--- src/rtl/sd_mount_ctrl_if.sv ---
// rtl/sd_mount_ctrl_if.sv - mount/eject strobes, SPI chip-select/activity and LED signals for sd_mount_ctrl
interface sd_mount_ctrl_if #(
   parameter int NUM_DRIVES = 2
);
   logic [NUM_DRIVES-1:0] img_mounted;
   logic [NUM_DRIVES-1:0] img_size_nz;
   logic [NUM_DRIVES-1:0] sd_cs_n;
   logic                  sd_mosi;
   logic                  sd_miso;
   logic                  ioctl_download;
   logic                  blink_en;
   logic [NUM_DRIVES-1:0] vsd_sel;
   logic [NUM_DRIVES-1:0] ss_gated;
   logic [NUM_DRIVES-1:0] drive_active;
   logic                  reset_img;
   logic                  led_n;

   // Core / mist_io side: drives strobes and SPI lines, observes mount status.
   modport master (
      output img_mounted, img_size_nz, sd_cs_n, sd_mosi, sd_miso, ioctl_download, blink_en,
      input  vsd_sel, ss_gated, drive_active, reset_img, led_n
   );

   // Controller side.
   modport slave (
      input  img_mounted, img_size_nz, sd_cs_n, sd_mosi, sd_miso, ioctl_download, blink_en,
      output vsd_sel, ss_gated, drive_active, reset_img, led_n
   );
endinterface

--- src/rtl/sd_mount_ctrl.sv ---
// rtl/sd_mount_ctrl.sv - per-drive virtual-SD mount tracking, core reset pulse and SPI activity LED
module sd_mount_ctrl #(
   parameter int NUM_DRIVES  = 2,
   parameter int RESET_HOLD  = 10000000,
   parameter int ACT_TIMEOUT = 1000000,
   parameter int BLINK_W     = 22
) (
   input  logic clk_sys,
   input  logic reset,
   sd_mount_ctrl_if.slave bus
);
   localparam int HW = (RESET_HOLD > 1) ? $clog2(RESET_HOLD) : 1;
   localparam int AW = (ACT_TIMEOUT > 0) ? $clog2(ACT_TIMEOUT + 1) : 1;
   localparam logic [HW-1:0] HOLD_LOAD = HW'(RESET_HOLD - 1);
   localparam logic [AW-1:0] ACT_MAX   = AW'(ACT_TIMEOUT);

   typedef enum logic [1:0] {EMPTY, HOLD, READY} state_t;

   state_t                state    [NUM_DRIVES];
   state_t                state_nx [NUM_DRIVES];
   logic [HW-1:0]         hold_cnt    [NUM_DRIVES];
   logic [HW-1:0]         hold_cnt_nx [NUM_DRIVES];
   logic [NUM_DRIVES-1:0] vsd_sel_r, vsd_sel_nx;
   logic                  reset_img_r, reset_img_nx;

   logic                  old_mosi, old_miso;
   logic                  spi_edge;
   logic [NUM_DRIVES-1:0] hit;
   logic [AW-1:0]         act_cnt [NUM_DRIVES];
   logic [NUM_DRIVES-1:0] active;
   logic [BLINK_W-1:0]    blink_cnt;
   logic                  led_n_r;

   // Mount FSM state, hold counters, image-present flags and the reset request.
   always_ff @(posedge clk_sys or posedge reset) begin
      if (reset) begin
         for (int i = 0; i < NUM_DRIVES; i++) begin
            state[i]    <= EMPTY;
            hold_cnt[i] <= '0;
         end
         vsd_sel_r   <= '0;
         reset_img_r <= 1'b0;
      end else begin
         for (int i = 0; i < NUM_DRIVES; i++) begin
            state[i]    <= state_nx[i];
            hold_cnt[i] <= hold_cnt_nx[i];
         end
         vsd_sel_r   <= vsd_sel_nx;
         reset_img_r <= reset_img_nx;
      end
   end

   // Next state: a strobe always (re)starts HOLD; HOLD ends in READY or EMPTY by image presence.
   always_comb begin
      vsd_sel_nx = vsd_sel_r;
      for (int i = 0; i < NUM_DRIVES; i++) begin
         state_nx[i]    = state[i];
         hold_cnt_nx[i] = hold_cnt[i];
         if (bus.img_mounted[i]) begin
            vsd_sel_nx[i]  = bus.img_size_nz[i];
            state_nx[i]    = HOLD;
            hold_cnt_nx[i] = HOLD_LOAD;
         end else if (state[i] == HOLD) begin
            if (hold_cnt[i] == '0)
               state_nx[i] = vsd_sel_r[i] ? READY : EMPTY;
            else
               hold_cnt_nx[i] = hold_cnt[i] - HW'(1);
         end
      end
   end

   // Outputs: reset request is registered from the next state so it tracks HOLD without lag.
   always_comb begin
      reset_img_nx = 1'b0;
      for (int i = 0; i < NUM_DRIVES; i++)
         if (state_nx[i] == HOLD) reset_img_nx = 1'b1;
   end

   assign spi_edge = (old_mosi ^ bus.sd_mosi) | (old_miso ^ bus.sd_miso);
   assign hit      = {NUM_DRIVES{spi_edge}} & ~bus.sd_cs_n & vsd_sel_r;

   // Previous SPI line levels for edge detection.
   always_ff @(posedge clk_sys or posedge reset) begin
      if (reset) begin
         old_mosi <= 1'b0;
         old_miso <= 1'b0;
      end else begin
         old_mosi <= bus.sd_mosi;
         old_miso <= bus.sd_miso;
      end
   end

   // Per-drive idle counters: cleared by an attributed edge, saturate at the timeout.
   always_ff @(posedge clk_sys or posedge reset) begin
      if (reset) begin
         for (int i = 0; i < NUM_DRIVES; i++) act_cnt[i] <= ACT_MAX;
      end else begin
         for (int i = 0; i < NUM_DRIVES; i++) begin
            if (hit[i])
               act_cnt[i] <= '0;
            else if (act_cnt[i] < ACT_MAX)
               act_cnt[i] <= act_cnt[i] + AW'(1);
         end
      end
   end

   always_comb begin
      active = '0;
      for (int i = 0; i < NUM_DRIVES; i++) active[i] = (act_cnt[i] != ACT_MAX);
   end

   // Free-running blink phase and registered LED; a download forces the LED solid on.
   always_ff @(posedge clk_sys or posedge reset) begin
      if (reset) begin
         blink_cnt <= '0;
         led_n_r   <= 1'b1;
      end else begin
         blink_cnt <= blink_cnt + BLINK_W'(1);
         led_n_r   <= ~(bus.ioctl_download |
                        ((|active) & (~bus.blink_en | ~blink_cnt[BLINK_W-1])));
      end
   end

   assign bus.vsd_sel      = vsd_sel_r;
   assign bus.ss_gated     = bus.sd_cs_n | ~vsd_sel_r;
   assign bus.drive_active = active;
   assign bus.reset_img    = reset_img_r;
   assign bus.led_n        = led_n_r;
endmodule

--- src/flat_wrapper.sv ---
// flat-port wrapper written by rule: the top's interface ports become plain ports
module sd_mount_ctrl_flat 
#(
   parameter int NUM_DRIVES  = 2,
   parameter int RESET_HOLD  = 10000000,
   parameter int ACT_TIMEOUT = 1000000,
   parameter int BLINK_W     = 22
)
  (clk_sys, reset, bus_img_mounted, bus_img_size_nz, bus_sd_cs_n, bus_sd_mosi, bus_sd_miso, bus_ioctl_download, bus_blink_en, bus_vsd_sel, bus_ss_gated, bus_drive_active, bus_reset_img, bus_led_n);
  sd_mount_ctrl_if #(.NUM_DRIVES(NUM_DRIVES)) bus_i ();
  input  logic clk_sys;
  input  logic reset;
  input wire logic [$bits(bus_i.img_mounted)-1:0] bus_img_mounted;
  input wire logic [$bits(bus_i.img_size_nz)-1:0] bus_img_size_nz;
  input wire logic [$bits(bus_i.sd_cs_n)-1:0] bus_sd_cs_n;
  input wire logic [$bits(bus_i.sd_mosi)-1:0] bus_sd_mosi;
  input wire logic [$bits(bus_i.sd_miso)-1:0] bus_sd_miso;
  input wire logic [$bits(bus_i.ioctl_download)-1:0] bus_ioctl_download;
  input wire logic [$bits(bus_i.blink_en)-1:0] bus_blink_en;
  output wire logic [$bits(bus_i.vsd_sel)-1:0] bus_vsd_sel;
  output wire logic [$bits(bus_i.ss_gated)-1:0] bus_ss_gated;
  output wire logic [$bits(bus_i.drive_active)-1:0] bus_drive_active;
  output wire logic [$bits(bus_i.reset_img)-1:0] bus_reset_img;
  output wire logic [$bits(bus_i.led_n)-1:0] bus_led_n;
  assign bus_i.img_mounted = bus_img_mounted;
  assign bus_i.img_size_nz = bus_img_size_nz;
  assign bus_i.sd_cs_n = bus_sd_cs_n;
  assign bus_i.sd_mosi = bus_sd_mosi;
  assign bus_i.sd_miso = bus_sd_miso;
  assign bus_i.ioctl_download = bus_ioctl_download;
  assign bus_i.blink_en = bus_blink_en;
  assign bus_vsd_sel = bus_i.vsd_sel;
  assign bus_ss_gated = bus_i.ss_gated;
  assign bus_drive_active = bus_i.drive_active;
  assign bus_reset_img = bus_i.reset_img;
  assign bus_led_n = bus_i.led_n;
  sd_mount_ctrl #(.NUM_DRIVES(NUM_DRIVES), .RESET_HOLD(RESET_HOLD), .ACT_TIMEOUT(ACT_TIMEOUT), .BLINK_W(BLINK_W)) u_core (.clk_sys(clk_sys), .reset(reset), .bus(bus_i));
endmodule
--- config.mk ---
export PLATFORM = sky130hd
export DESIGN_NAME = sd_mount_ctrl_flat
export DESIGN_NICKNAME = d
export VERILOG_FILES = /design/src/rtl/sd_mount_ctrl_if.sv /design/src/rtl/sd_mount_ctrl.sv /design/src/flat_wrapper.sv
export SDC_FILE = /design/constraint.sdc
export NUM_CORES = 1
export LEC_CHECK = 0
export CAP_MARGIN = 10
export CORE_MARGIN = 2
export CORE_UTILIZATION = 62
export CTS_CLUSTER_DIAMETER = 80
export DETAILED_ROUTE_END_ITERATION = 8
export GPL_TIMING_DRIVEN = 0
export HOLD_SLACK_MARGIN = 0.1
export PLACE_DENSITY = 0.8
export RECOVER_POWER = 25
export SYNTH_ARGS = -nofsm -noshare
export SYNTH_HDL_FRONTEND = slang
export SYNTH_SLANG_ARGS = --single-unit
--- constraint.sdc ---
create_clock -name clk_sys -period 5.72 [get_ports clk_sys]
set_input_delay 1.144 -clock clk_sys [delete_from_list [all_inputs] [get_ports clk_sys]]
set_output_delay 1.144 -clock clk_sys [all_outputs]
set_load 0.05 [all_outputs]
==> results.yml, run 1 <==
sta:
  slew_violations: 103
  hold_ws_ns: 0.472
  rsz0062_at_grt: "false"
  hold_viol: 0
  setup_violations: 0
  finalCritPeriodShare_pct: 69.5
  fin_tns_setup_ns: 0
  tightest_slew_ns: 2.42
  relSlewSlack_pct: -61.2
  finalCriticalPeriod_ns: 3.97
  fin_skew_ns: 0.00628
  fmax_ghz: 0.252
global_routing:
  antenna_found_initial: 0
  grt_pass1_wl_mm: 23.5
  grt.total_usage_pct: 26.7
  gr-total-overflow: 0
  grt_pass1_vias: 5002
  grt_start_max_net_pins: 103
critical_path:
  r2r_setup_slack_ns: 3.22
  worstPathCellList: "dlygate4sd3_1, clkinvlp_2, clkbuf_2"
  cp-start-kind: "primary input"
  cp.required_ns: 5.83
  r2r-start: "u_core.hold_cnt[26]$_DFFE_PP0P_"
  critPathMaxFanout: 102
  crit_family: "buffers and inverters"
  r2r_end: "u_core.hold_cnt[27]$_DFFE_PP0P_"
  arrival_ns: 4.09
  crit_buf_inv: 3
  worst_path_largest_cell_delay_ns: 1.82
  crit_path_end_kind: "async pin"
  r2r_cells: 6
  crit_type: "primary input to async pin"
  cp_slowest_cell: "clkbuf_2"
logic_synthesis:
  yosysWarnings: 0
  synthArstFlopShare_pct: 100
  synth_ff_type: "dfrtp_1"
  syn-num-nets: 660
  synth.distinct_cells: 53
  syn_area_um2: 6250
  synth_area_per_cell_um2: 9.76
  synth_cells: 641
  seq_area_frac_synth_pct: 48.3
  synth-seq-cells: 120
  synth-edff-count: 0
run_status:
  violations: "capacitance limit, slew limit"
  status: "finished with violations"
cts:
  cts_hold_buf: 0
  tritoncts: "built"
  cts_resized: 0
  clkTransAtPathRegs_ns: 0.06
  cts_root_buf: "clkbuf_8"
  clockBufferDepth: 2
  cts_inserted_buffers: 17
  worstSkewPairLatency_ns: 0.52
  htreeDepth: 4
  cts_setup_buffers: 0
  cts.sink_count: 120
detailed_routing:
  wl_per_cell_um: 16.3
  dr.pass1.iters: 4
  drt_iter0_drc: 319
  ant_nets: 0
  totalWireLength_mm: 13.4
  route.vias.total: 4921
  drc: 0
  viasPerCell: 5.96
hold_path:
  holdPathEnd: "u_core.act_cnt[39]$_DFFE_PP1P_"
  min_path_type: "flip-flop to flip-flop"
  hold_depth: 2
  hold_path.startpoint: "u_core.act_cnt[39]$_DFFE_PP1P_"
finish:
  mostFrequentLayoutCells: "105 x dfrtp_1, 72 x nor2_1, 46 x xnor2_1, 35 x nand2_1, 35 x xor2_1"
  regArea_um2: 3020
  syn2layout_area_growth_pct: 15.3
  fillers: 701
  drive_gt1_share_pct: 9.24
  final_common_cell: "dfrtp_1"
  n_antenna_cell: 0
  multi_input_area_um2: 3050
  final_nets: 699
power_and_ir_drop:
  p_leak_nw: 2.76
  power.density_nw_per_um2: 297
  peakVddDrop_v: 0.000292
flow_run:
  drv_cap: 1
floorplan:
  pin_count: 20
  start_util_pct: 64.0
  num_rows: 36
  die_area_um2: 10900
  die_w_um: 104
  die_y_um: 104
  core_um2: 9770
placed_design:
  place.port_buffers: 19
  gp_congestion: 0.859
  place_hpwl_mm: 8.71
## per-layer routing
layer,global-route usage (%),up-vias,routed length (um)
met5,0,-,0
met4,9.56,0,248
met3,6.45,23,372
met2,43.0,92,6780
met1,35.2,2425,6030
li1,-,2381,-
## Yosys cell counts (4+ instances only)
library cell  count  area [um2]
dfrtp_1         105        2630
nor2_1           72         270
xnor2_1          46         403
nand2_1          35         131
xor2_1           35         307
clkbuf_1         28         105
nand3_1          28         140
o21ai_0          24         120
nor3_1           21         105
nand2b_1         19         119
a21oi_1          18        90.1
and3_1           18         113
inv_1            17        63.8
nor4_1           16         100
dfstp_2          15         394
or3_1            14        87.6
nand4_1          13        81.3
or4_1            13        97.6
o2111ai_1        12         105
and4_1           10        87.6
a211oi_1          9        67.6
nor4b_1           9        78.8
ha_1              7        87.6
o211ai_1          7        52.6
o31ai_1           6        45.0
a31oi_1           4        25.0
o31a_1            4        35.0
## worst reg2reg max path: cells and delay by family (launching register included)
kind | cells | cell delay, ns
flops | 1 | 0.46
simple gates | 4 | 1.28
compound gates | 1 | 0.36
buf+inv | 1 | 0.28
## power breakdown
part	internal, W	leakage [nW]	switching (W)	total [W]
combinational	0.0000634	1.04	0.000103	0.000166
sequential	0.000881	1.43	0.0000338	0.000915
clock	0.000682	0.293	0.000376	0.00106
## worst max-delay path by stage
stage | startpoint | to | slack, ns | cells past startpoint
floorplan | reset | u_core.act_cnt[0]$_DFFE_PP0P_ | 1.42 | 1
global placement | reset | u_core.act_cnt[33]$_DFFE_PP0P_ | -0.16 | 2
detailed placement | bus_sd_cs_n[0] | bus_ss_gated[0] | 1.95 | 3
CTS | u_core.act_cnt[11]$_DFFE_PP0P_ | bus_drive_active[1] | 1.84 | 4
global route | reset | u_core.hold_cnt[13]$_DFFE_PP0P_ | 1.07 | 3
finish | reset | u_core.act_cnt[10]$_DFFE_PP0P_ | 1.75 | 3
## kinds of logic (layout without fill, tap and decap cells)
| group | after synthesis | in the layout | synth area share (%) |
|---|---|---|---|
| buffers and inverters | 47 | 99 | 2.96 |
| AO/OA/AOI/OAI | 96 | 96 | 10.4 |
| adder cells (fa/ha/maj) | 7 | 7 | 1.40 |
| XOR/XNOR | 81 | 81 | 11.3 |
| multiplexers | 3 | 3 | 0.520 |
| flip-flops | 120 | 120 | 48.3 |
| AND/OR/NAND/NOR | 287 | 287 | 25.1 |
## per-stage QoR
stage                     cell area [um2]  cells  util [%]  power (W)  worst slack, ns
final                                7210    826      73.8    0.00214             1.75
after global routing                 7210    826      73.8    0.00223             1.07
after CTS                            7240    826      74.1    0.00215             1.84
after detailed placement             6640    794      68.0    0.00109             1.95
after global placement               6610    793      67.6    0.00108           -0.156
after floorplan                      6250    641         -    0.00104             1.42
## final cells by class
| class | count | share of cell area (%) |
|---|---|---|
| clock buffers | 19 | 6.12 |
| flip-flops and latches | 120 | 41.9 |
| repair buffers | 20 | 2.71 |
| multi-input cells | 474 | 42.3 |
| well taps | 133 | 2.31 |
| clock inverters | 13 | 2.12 |
| plain buffers | 30 | 1.68 |
| inverters | 17 | 0.902 |
## sequential cells by signal, indices dropped and copies added, names as in the netlist, 2 cells and up
| register | count |
|---|---|
| u_core.hold_cnt | 48 |
| u_core.act_cnt | 40 |
| u_core.blink_cnt | 22 |
| u_core.state | 4 |
| u_core.bus.vsd_sel | 2 |
Power figures use the tool's default switching activity.
==> run 2, diff against run 1 <==
--- a/config.mk
+++ b/config.mk
@@ -7,12 +7,12 @@
 export LEC_CHECK = 0
 export CAP_MARGIN = 10
 export CORE_MARGIN = 2
-export CORE_UTILIZATION = 62
+export CORE_UTILIZATION = 56
 export CTS_CLUSTER_DIAMETER = 80
 export DETAILED_ROUTE_END_ITERATION = 8
 export GPL_TIMING_DRIVEN = 0
 export HOLD_SLACK_MARGIN = 0.1
-export PLACE_DENSITY = 0.8
+export PLACE_DENSITY = 0.77
 export RECOVER_POWER = 25
 export SYNTH_ARGS = -nofsm -noshare
 export SYNTH_HDL_FRONTEND = slang
==> constraint.sdc (replaced) <==
create_clock -name clk_sys -period 3.5 [get_ports clk_sys]
set_input_delay 0.7 -clock clk_sys [delete_from_list [all_inputs] [get_ports clk_sys]]
set_output_delay 0.7 -clock clk_sys [all_outputs]
set_load 0.05 [all_outputs]
==> run 2 against run 1 <==
Against the previous run:
- the run still ends with capacitance limit, slew limit left
- routed wire length fell by 6.7%
- sequential share of layout area fell by 0.35 points
- die area rose by 10%
- total power rose by 66%
- global-route usage fell by 3.9 points
- clock power rose by 69%
- critical endpoint is now bus_drive_active[0]
- largest cell class unchanged
==> results.yml, run 2 (synthesis gave the netlist of run 1 again) <==
run_status:
  status: "finished with violations"
  violations: "capacitance limit, slew limit"
floorplan:
  die_w_um: 110
  pin_count: 20
  num_rows: 38
  core_um2: 10900
  start_util_pct: 57.4
  die_area_um2: 12000
  die_y_um: 110
critical_path:
  crit_type: "flip-flop to output port"
  worst_path_largest_cell_delay_ns: 0.75
  cp_slowest_cell: "clkdlybuf4s50_1"
  cp-start-kind: "flip-flop"
  crit_path_end_kind: "output port"
  cp.required_ns: 2.80
  critPathMaxFanout: 4
  arrival_ns: 2.56
  worstPathCellList: "or4_1, nor2_1, nand4_1, clkdlybuf4s50_1"
finish:
  largest-register: "u_core.hold_cnt"
  final_common_cell: "dfrtp_1"
  largest_reg_flops: 48
  top_regs: "u_core.hold_cnt x48, u_core.act_cnt x40, u_core.blink_cnt x22"
  syn2layout_area_growth_pct: 16.3
  n_antenna_cell: 0
  instances_no_fill: 835
  drive_gt1_share_pct: 8.63
  final_nets: 701
  mostFrequentLayoutCells: "105 x dfrtp_1, 72 x nor2_1, 46 x xnor2_1, 35 x nand2_1, 35 x xor2_1"
  fillers: 842
placed_design:
  dp_cells: 803
  place.port_buffers: 19
  gp_congestion: 0.840
  place_hpwl_mm: 8.48
  preCtsSetupSlack_ns: 0.571
detailed_routing:
  drt_iter0_drc: 275
  ant_nets: 0
  dr.pass1.iters: 5
  wl_per_cell_um: 15.0
  drc: 0
  route.vias.total: 4919
  totalWireLength_mm: 12.5
  viasPerCell: 5.89
sta:
  rsz0062_at_grt: "false"
  finalCritPeriodShare_pct: 93.1
  fmax_ghz: 0.307
  relSlewSlack_pct: -3.19
  hold_ws_ns: 0.460
  hold_viol: 0
  slew_violations: 36
  setup_violations: 0
  finalCriticalPeriod_ns: 3.26
  fin_ws_ns: 0.242
  fin_tns_setup_ns: 0
  fin_skew_ns: 0.00740
  tightest_slew_ns: 1.55
global_routing:
  gr-total-overflow: 0
  grt.total_usage_pct: 22.8
  grt_start_max_net_pins: 36
  antenna_found_initial: 0
  grt_pass1_vias: 4698
  grt_pass1_wl_mm: 21.5
power_and_ir_drop:
  power_w: 0.00355
  peakVddDrop_v: 0.000547
  p_leak_nw: 2.79
  power.density_nw_per_um2: 489
cts:
  clkTransAtPathRegs_ns: 0.06
  worstSkewPairLatency_ns: 0.53
  htreeDepth: 4
  cts_root_buf: "clkbuf_8"
  cts.sink_count: 120
  tritoncts: "built"
  clockBufferDepth: 2
  cts_inserted_buffers: 17
hold_path:
  min_path_type: "flip-flop to flip-flop"
flow_run:
  drv_cap: 1
==> run 2: cell count changes in the layout (fill, tap and decap cells not counted), sizes merged <==
cell / previous run / this run
buf: 2 / 3
bufinv: 3 / 4
clkbuf: 48 / 51
clkinv: 8 / 4
clkinvlp: 3 / 2
dlygate4sd3: 4 / 3
dlymetal6s2s: 0 / 1
dlymetal6s4s: 0 / 2
==> run 2: area by class of cell <==
type	count	area, um2	share of cell area [%]
buffer	30	121	1.67
clock buffer	23	457	6.28
clock inverter	9	148	2.03
inverter	17	65.1	0.895
multi-input combinational	474	3050	41.9
sequential	120	3020	41.5
tap	140	175	2.41
timing repair buffer	22	238	3.27
==> run 2: where the power goes <==
part           internal, W  leakage, nW  total, W  switching (W)
Sequential         0.00144         1.43   0.00150      0.0000546
Combinational     0.000107         1.07  0.000274       0.000167
Clock              0.00119        0.296   0.00179       0.000597
Total              0.00274         2.79   0.00355       0.000819
==> run 2: per-layer routing <==
layer | vias up | part of all wire [%] | track usage, %
met5 | - | 0 | 0
met4 | 0 | 1.2 | 7.69
met3 | 12 | 3.9 | 6.94
met2 | 102 | 48 | 35.8
met1 | 2410 | 47 | 30.2
li1 | 2395 | - | -
==> run 2: final timing paths <==
kind                                            startpoint                           endpoint  slack (ns)  cells after the start
max                         u_core.act_cnt[32]$_DFFE_PP0P_                bus_drive_active[0]        0.24                      4
min                         u_core.blink_cnt[17]$_DFF_PP0_     u_core.blink_cnt[17]$_DFF_PP0_        0.46                      1
max reg2reg                u_core.hold_cnt[36]$_DFFE_PP0P_    u_core.hold_cnt[27]$_DFFE_PP0P_        0.99                      6
min reg2reg                 u_core.blink_cnt[17]$_DFF_PP0_     u_core.blink_cnt[17]$_DFF_PP0_        0.46                      1
max in group asynchronous                            reset  u_core.bus.vsd_sel[0]$_DFFE_PP0P_        0.68                      3
min in group asynchronous                            reset     u_core.hold_cnt[2]$_DFFE_PP0P_        0.80                      2
==> run 2: critical path: cells and delay by family (launching register included) <==
kind	cells	cell delay, ns
flip-flops	1	0.40
AND/OR/NAND/NOR	3	0.86
buffers and inverters	1	0.75
==> run 2: stage by stage <==
stage / util (%) / cell area [um2]
after detailed placement: 61.4 / 6680
after CTS: 66.9 / 7290
final: 66.8 / 7270
after global placement: 60.8 / 6620
after global routing: 66.8 / 7270
after floorplan: - / 6260
==> run 2: timing repair <==
item,in CTS,in global routing
hold buffers,0,0
setup endpoints to repair,0,1
buffers inserted,0,0
gates resized for setup,0,1
hold endpoints to repair,0,0
==> run 3, diff against run 2 <==
--- a/config.mk
+++ b/config.mk
@@ -6,13 +6,13 @@
 export NUM_CORES = 1
 export LEC_CHECK = 0
 export CAP_MARGIN = 10
-export CORE_MARGIN = 2
-export CORE_UTILIZATION = 56
+export CORE_MARGIN = 8
+export CORE_UTILIZATION = 55
 export CTS_CLUSTER_DIAMETER = 80
 export DETAILED_ROUTE_END_ITERATION = 8
 export GPL_TIMING_DRIVEN = 0
 export HOLD_SLACK_MARGIN = 0.1
-export PLACE_DENSITY = 0.77
+export PLACE_DENSITY = 0.75
 export RECOVER_POWER = 25
 export SYNTH_ARGS = -nofsm -noshare
 export SYNTH_HDL_FRONTEND = slang
==> run 3 against run 2 <==
Against the previous run:
- the run still ends with capacitance limit, slew limit left
- non-clock buffer count shrank 1
- routed wire length grew 3.5%
- sequential share of layout area shrank 0.13 points
- clock power grew 8%
- die area grew 25%
- final cell count grew 0.24%
- sequential power is essentially flat
- global-route usage shrank 4.0 points
- worst hold slack is essentially flat
- total power grew 4.0%
- flip-flop and latch count is the same
- highest routed layer unchanged
==> results.yml, run 3 (synthesis gave the netlist of run 1 again) <==
detailed_routing:
  viasPerCell: 5.95
  wl_per_cell_um: 15.5
  ant_nets: 0
  drc: 0
  totalWireLength_mm: 13.0
  dr.pass1.iters: 5
  drt_iter0_drc: 421
  route.vias.total: 4979
finish:
  final_nets: 700
  top_regs: "u_core.hold_cnt x48, u_core.act_cnt x40, u_core.blink_cnt x22"
  n_antenna_cell: 0
  drive_gt1_share_pct: 9.37
  largest-register: "u_core.hold_cnt"
  mostFrequentLayoutCells: "105 x dfrtp_1, 72 x nor2_1, 46 x xnor2_1, 35 x nand2_1, 35 x xor2_1"
  largest_reg_flops: 48
  final_common_cell: "dfrtp_1"
  syn2layout_area_growth_pct: 16.6
global_routing:
  grt.total_usage_pct: 18.8
  grt_pass1_wl_mm: 22.4
  grt_pass1_vias: 4758
  antenna_found_initial: 0
  gr-total-overflow: 0
  grt_start_max_net_pins: 45
sta:
  finalCriticalPeriod_ns: 3.29
  rsz0062_at_grt: "false"
  slew_violations: 35
  fin_tns_setup_ns: 0
  fmax_ghz: 0.304
  relSlewSlack_pct: -1.63
  hold_viol: 0
  fin_skew_ns: 0.00707
  tightest_slew_ns: 1.52
  finalCritPeriodShare_pct: 94.0
  setup_violations: 0
cts:
  worstSkewPairLatency_ns: 0.42
  cts_setup_buffers: 0
  clkTransAtPathRegs_ns: 0.06
  htreeDepth: 4
  cts_resized: 0
  cts_root_buf: "clkbuf_16"
  cts_inserted_buffers: 17
  tritoncts: "built"
  clockBufferDepth: 2
  cts_hold_buf: 0
  cts.sink_count: 120
critical_path:
  crit_type: "flip-flop to output port"
  cp-start-kind: "flip-flop"
  critPathMaxFanout: 5
  arrival_ns: 2.59
  crit_path_end_kind: "output port"
  cp.required_ns: 2.80
floorplan:
  die_y_um: 123
  core_um2: 11300
  num_rows: 39
  die_area_um2: 15000
  die_w_um: 123
  start_util_pct: 55.5
  pin_count: 20
power_and_ir_drop:
  power_w: 0.00370
  peakVddDrop_v: 0.000490
  power.density_nw_per_um2: 507
  p_leak_nw: 2.77
placed_design:
  place.port_buffers: 19
  place_hpwl_mm: 8.81
  gp_congestion: 0.862
flow_run:
  drv_cap: 1
hold_path:
  min_path_type: "flip-flop to flip-flop"
run_status:
  status: "finished with violations"
  violations: "capacitance limit, slew limit"
## run 3: critical path, cell delays in order, from the launching register on
cell,delay [ns]
dfrtp_1,0.42
or4_1,0.56
nor4_1,0.28
nand3_1,0.17
clkdlybuf4s50_1,0.74
## run 3: metal layers
layer / global-route usage [%] / up-vias / wire (um)
li1: - / 2386 / -
met1: 23.1 / 2485 / 5830
met2: 29.8 / 92 / 6350
met3: 6.67 / 16 / 598
met4: 7.62 / 0 / 193
met5: 0 / - / 0
## run 3: worst paths after layout
check | slack, ns | end | start | cells past startpoint
hold / removal | 0.46 | u_core.blink_cnt[17]$_DFF_PP0_ | u_core.blink_cnt[17]$_DFF_PP0_ | 1
max in group asynchronous | 0.74 | u_core.hold_cnt[3]$_DFFE_PP0P_ | reset | 3
hold reg to reg | 0.46 | u_core.blink_cnt[17]$_DFF_PP0_ | u_core.blink_cnt[17]$_DFF_PP0_ | 1
setup reg to reg | 0.97 | u_core.hold_cnt[27]$_DFFE_PP0P_ | u_core.hold_cnt[36]$_DFFE_PP0P_ | 6
setup / recovery | 0.21 | bus_drive_active[1] | u_core.act_cnt[11]$_DFFE_PP0P_ | 4
min in group asynchronous | 1.10 | u_core.hold_cnt[31]$_DFFE_PP0P_ | reset | 2
## run 3: cell type report
type,instances,area (um2)
clock inverters,14,221
well taps,143,179
inverters,17,65.1
repair buffers,21,200
fillers,861,3980
clock buffers,18,439
flip-flops and latches,120,3020
multi-input cells,474,3050
plain buffers,30,121
## run 3: where the power goes
part	switching, W	total [W]	internal [W]
clock network	0.000648	0.00193	0.00128
registers	0.0000555	0.00150	0.00144
logic	0.000167	0.000269	0.000103
total	0.000870	0.00370	0.00283
## run 3: per-stage QoR
| step | cells | hold WS [ns] | setup WS [ns] | utilization (%) | cell area [um2] |
|---|---|---|---|---|---|
| 2_1_floorplan | 641 | 0.434 | 1.23 | - | 6260 |
| 5_1_grt | 837 | 0.475 | 0.111 | 64.7 | 7300 |
| 3_3_place_gp | 803 | 0.446 | 0.270 | 58.8 | 6630 |
| 4_1_cts | 837 | 0.462 | 0.189 | 65.0 | 7330 |
| 3_5_place_dp | 805 | 0.451 | 0.541 | 59.2 | 6670 |
| 6_report | 837 | 0.460 | 0.211 | 64.7 | 7300 |
